<file path="src/rtl/mpsoc_apb_gpio_irq.sv">
// Purpose : APB-Lite GPIO edge-interrupt controller (IEN/RISE/FALL/PEND registers, level irq_o).
// Latency : pin change -> PEND set 4 PCLK edges later, irq_o one edge after PEND/IEN change.
// Backpressure: none, PREADY tied high (zero wait states), PSLVERR tied low.
//
// Ports:
//   PCLK, PRESETn            clock, asynchronous active-low reset
//   PSEL..PWDATA             APB-Lite request (PADDR[3:2] selects IEN/RISE/FALL/PEND)
//   PRDATA, PREADY, PSLVERR  APB-Lite response
//   gpio_i                   raw asynchronous pin levels
//   irq_o                    registered level interrupt: |(PEND & IEN)
module mpsoc_apb_gpio_irq #(
    parameter int PADDR_SIZE = 64,
    parameter int PDATA_SIZE = 32
) (
    input  logic                    PCLK,
    input  logic                    PRESETn,
    input  logic                    PSEL,
    input  logic                    PENABLE,
    input  logic                    PWRITE,
    input  logic [PDATA_SIZE/8-1:0] PSTRB,
    input  logic [PADDR_SIZE-1:0]   PADDR,
    input  logic [PDATA_SIZE-1:0]   PWDATA,
    output logic [PDATA_SIZE-1:0]   PRDATA,
    output logic                    PREADY,
    output logic                    PSLVERR,
    input  logic [PDATA_SIZE-1:0]   gpio_i,
    output logic                    irq_o
);

    localparam logic [1:0] REG_IEN  = 2'd0;
    localparam logic [1:0] REG_RISE = 2'd1;
    localparam logic [1:0] REG_FALL = 2'd2;
    localparam logic [1:0] REG_PEND = 2'd3;
    localparam logic [2:0] WARM_DONE = 3'd4;

    logic [PDATA_SIZE-1:0] ien_q, ien_d;
    logic [PDATA_SIZE-1:0] rise_q, rise_d;
    logic [PDATA_SIZE-1:0] fall_q, fall_d;
    logic [PDATA_SIZE-1:0] pend_q, pend_d;
    logic [PDATA_SIZE-1:0] sync0_q, sync1_q, sync2_q, prev_q;
    logic [2:0]            warm_q, warm_d;
    logic                  irq_q, irq_d;

    logic [1:0]            reg_sel;
    logic                  wr_en;
    logic [PDATA_SIZE-1:0] lane_mask;
    logic [PDATA_SIZE-1:0] clr_vec;
    logic [PDATA_SIZE-1:0] set_vec;
    logic                  edge_en;
    logic                  unused_paddr;

    assign reg_sel      = PADDR[3:2];
    assign unused_paddr = ^{PADDR[PADDR_SIZE-1:4], PADDR[1:0]};
    assign wr_en        = PSEL & PENABLE & PWRITE;
    assign PREADY       = 1'b1;
    assign PSLVERR      = 1'b0;
    assign irq_o        = irq_q;

    // Expand byte strobes into a per-bit write mask.
    always_comb begin
        lane_mask = '0;
        for (int i = 0; i < PDATA_SIZE/8; i++) begin
            lane_mask[i*8 +: 8] = {8{PSTRB[i]}};
        end
    end

    // Edge detection stays gated until the synchroniser and prev stage
    // have been refilled with real pin samples after reset release.
    assign edge_en = (warm_q == WARM_DONE);
    assign warm_d  = edge_en ? warm_q : warm_q + 3'd1;

    assign set_vec = edge_en ? ((sync2_q & ~prev_q & rise_q) |
                                (~sync2_q & prev_q & fall_q)) : '0;

    always_comb begin
        ien_d   = ien_q;
        rise_d  = rise_q;
        fall_d  = fall_q;
        clr_vec = '0;
        if (wr_en) begin
            case (reg_sel)
                REG_IEN:  ien_d   = (ien_q  & ~lane_mask) | (PWDATA & lane_mask);
                REG_RISE: rise_d  = (rise_q & ~lane_mask) | (PWDATA & lane_mask);
                REG_FALL: fall_d  = (fall_q & ~lane_mask) | (PWDATA & lane_mask);
                default:  clr_vec = PWDATA & lane_mask;
            endcase
        end
        // A new edge wins over a simultaneous write-1-to-clear.
        pend_d = (pend_q & ~clr_vec) | set_vec;
        irq_d  = |(pend_q & ien_q);
    end

    always_comb begin
        PRDATA = '0;
        if (PSEL) begin
            case (reg_sel)
                REG_IEN:  PRDATA = ien_q;
                REG_RISE: PRDATA = rise_q;
                REG_FALL: PRDATA = fall_q;
                default:  PRDATA = pend_q;
            endcase
        end
    end

    always_ff @(posedge PCLK or negedge PRESETn) begin
        if (!PRESETn) begin
            ien_q   <= '0;
            rise_q  <= '0;
            fall_q  <= '0;
            pend_q  <= '0;
            sync0_q <= '0;
            sync1_q <= '0;
            sync2_q <= '0;
            prev_q  <= '0;
            warm_q  <= '0;
            irq_q   <= 1'b0;
        end else begin
            ien_q   <= ien_d;
            rise_q  <= rise_d;
            fall_q  <= fall_d;
            pend_q  <= pend_d;
            sync0_q <= gpio_i;
            sync1_q <= sync0_q;
            sync2_q <= sync1_q;
            prev_q  <= sync2_q;
            warm_q  <= warm_d;
            irq_q   <= irq_d;
        end
    end

endmodule

</file>
<file path="config.mk">
export PLATFORM = sky130hd
export DESIGN_NAME = mpsoc_apb_gpio_irq
export DESIGN_NICKNAME = d
export VERILOG_FILES = /design/src/rtl/mpsoc_apb_gpio_irq.sv
export SDC_FILE = /design/constraint.sdc
export NUM_CORES = 1
export LEC_CHECK = 0
export ABC_AREA = 1
export CORE_MARGIN = 4
export CORE_UTILIZATION = 48
export CTS_CLUSTER_DIAMETER = 120
export DETAILED_ROUTE_END_ITERATION = 12
export GPL_TIMING_DRIVEN = 0
export PLACE_DENSITY = 0.79
export SLEW_MARGIN = 40
export SYNTH_ARGS = -nofsm -noshare
export SYNTH_HDL_FRONTEND = slang
export SYNTH_SLANG_ARGS = --single-unit
</file>
<file path="constraint.sdc">
create_clock -name PCLK -period 1.2 [get_ports PCLK]
set_input_delay 0.24 -clock PCLK [delete_from_list [all_inputs] [get_ports PCLK]]
set_output_delay 0.24 -clock PCLK [all_outputs]
set_load 0.01 [all_outputs]
</file>
==> impl_metrics.ini <==
[global_route]
grt_pass1_vias = 8451
grt_start_max_net_pins = 77
track_usage_pct = 21.5
grt_overflow = 0
grt_pass1_wl_um = 42500
antenna_found_initial = 0

[timing]
finalHoldViolCount = 0
worst_pin_slew_ps = 514
holdWs_ps = 153
clock_skew_ps = 6.13
setup_viol = 46
slew_headroom_pct = 65.7
timing.fmax_mhz = 595
rsz0062_at_grt = yes
slew_viol_final = 0
fin_crit_ps = 1680
finalCritPeriodShare_pct = 140
worst_slack_ps = -480

[die]
start_util_pct = 49.1
die_w_um = 158
pin_count = 172
dieArea_sq_um = 24800
die_h_um = 158
rows = 54
core_sq_um = 21900

[worst_setup_path]
cpPeakStageDelay_ps = 400
cp.required_ps = 960
worstSetupPathType = register to primary output
critPathSlowestCell = dfrtp_1
crit_path_end_kind = primary output
crit_fanout = 2
crit_family = flip-flops
reg2regPathDepth = 7
path_depth = 5
arrival_ps = 1440
cp_cell_sequence = o21ai_2 -> nand3_1 -> nand2_2 -> inv_1 -> buf_2
crit_path_start_kind = register
path_buf_inv = 2

[layout]
area_growth_pct = 26.2
drive_gt1_share_pct = 24.0
fin_util_pct = 62.0
diodes = 0
final_cells = 1582
final_nets = 1426

[clocking]
cts.path.max_buffers = 3
cts_root_buf = clkbuf_16
clk_latency_ps = 520
clock-sinks = 260
cts_tree = yes
htreeDepth = 1
clk_pin_slew_ps = 60
cts_buffers = 27

[synth]
synth_nets = 1240
yosysWarnings = 0
syn_area_per_cell_sq_um = 9.76
ys_seq_area_share_pct = 60.5
synth_cells = 1101
synth_area_sq_um = 10700
ys_seq_elements = 260
synth_cell_types = 27

[routing]
num_vias = 8372
ant_nets = 0
post_drt_wl_per_cell_um = 17.2
drt_iter0_markers = 757
drc = 0
drtPass1Iterations = 5
wl_um = 27200
via_per_inst = 5.29

[power_and_ir_drop]
power.leakage_nw = 6.44
ir_drop_mv = 1.07
powerDensity_nw_per_um2 = 1570

[status]
outcome = finished, violations left
violations = setup timing

[placed_design]
dp_cells = 1489
dp_hpwl_um = 17100
port_buffers = 105
place_congestion = 0.839

[hold_path]
holdCritPathClass = input port to register
whs_path_depth = 1

[run]
drv_cap = 0
power by group:
part	leakage, nW	switching, W	internal [W]
logic	2.96	0.00172	0.00154
clock network	0.410	0.00324	0.00464
registers	3.07	0.000553	0.00962
per-stage QoR:
stage	worst slack, ps	TNS (ps)	power [W]	area (sq um)
6_report	-480	-13320	0.0213	13600
5_1_grt	-542	-16220	0.0223	13600
4_1_cts	-477	-13640	0.0213	13400
3_5_place_dp	-1280	-119120	0.0131	12300
3_3_place_gp	-11090	-2996670	0.0130	12200
2_1_floorplan	-7.41	-148	0.0119	10800
cell usage in the layout, fill, tap and decap left out, drive strengths merged, types with 32 or more instances in the layout:
cell | netlist | layout
nand2 | 316 | 316
dfrtp | 260 | 260
o21ai | 193 | 193
buf | 33 | 115
inv | 105 | 105
nor2 | 78 | 78
clkdlybuf4s50 | 0 | 68
clkbuf | 11 | 57
a21oi | 32 | 32
nand3b | 32 | 32
area by class of cell:
class,count,area (sq um)
clock inverters,1,5.00
plain buffers,44,402
repair buffers,157,1460
multi-input cells,692,3620
fillers,1782,8320
flip-flops and latches,260,6510
inverters,105,402
well taps,280,350
clock buffers,43,826
logic make-up (layout without fill, tap and decap cells):
kind of cell               after synthesis  in the layout  synth area share [%]
DFF                                    260            260                  60.5
AOI/OAI and AO/OA                      235            235                  14.4
adders and majority gates                2              2                 0.233
buffers and inverters                  149            350                  6.39
other                                    2              2                0.0699
xor gates and xnor gates                 2              2                 0.163
and+or+nand+nor                        451            451                  18.2
layer usage:
layer | vias up | GRT usage, % | part of all wire, %
li1 | 3893 | - | -
met1 | 4040 | 28.8 | 41
met4 | 0 | 7.46 | 3.1
met3 | 65 | 3.28 | 7.7
met5 | - | 0 | 0
met2 | 374 | 36.0 | 49
repair_timing:
item                                    4_1_cts  5_1_grt
hold buffers                                  1        0
resized for setup                           204       35
pin swaps                                    79       53
endpoints found under the setup margin      136       76
endpoints found under the hold margin        60        0
buffers inserted                             34       11
cloned                                        0        3
final timing paths:
check / startpoint / end / slack, ps
setup / recovery: register / PRDATA[22] / -480
hold / removal: gpio_i[18] / sync0_q[18] / 150
setup reg to reg: warm_q[1] / pend_q[12] / -30
hold reg to reg: sync0_q[20] / sync1_q[20] / 340
max in group asynchronous: PRESETn / prev_q[1] / 220
min in group asynchronous: PRESETn / sync0_q[11] / 260
synth_stat cells, drive strengths merged:
master / count / area [sq um]
buf: 33 / 251
nand2: 316 / 1240
nor2: 78 / 340
nand2b: 1 / 6.26
nand3: 24 / 133
o211ai: 10 / 75.1
conb: 2 / 7.51
ha: 2 / 25.0
inv: 105 / 394
xor2: 1 / 8.76
a21oi: 32 / 160
nand3b: 32 / 240
xnor2: 1 / 8.76
dfrtp: 260 / 6510
clkbuf: 11 / 41.3
o21ai: 193 / 1310
(Power assumes the default switching activity.)
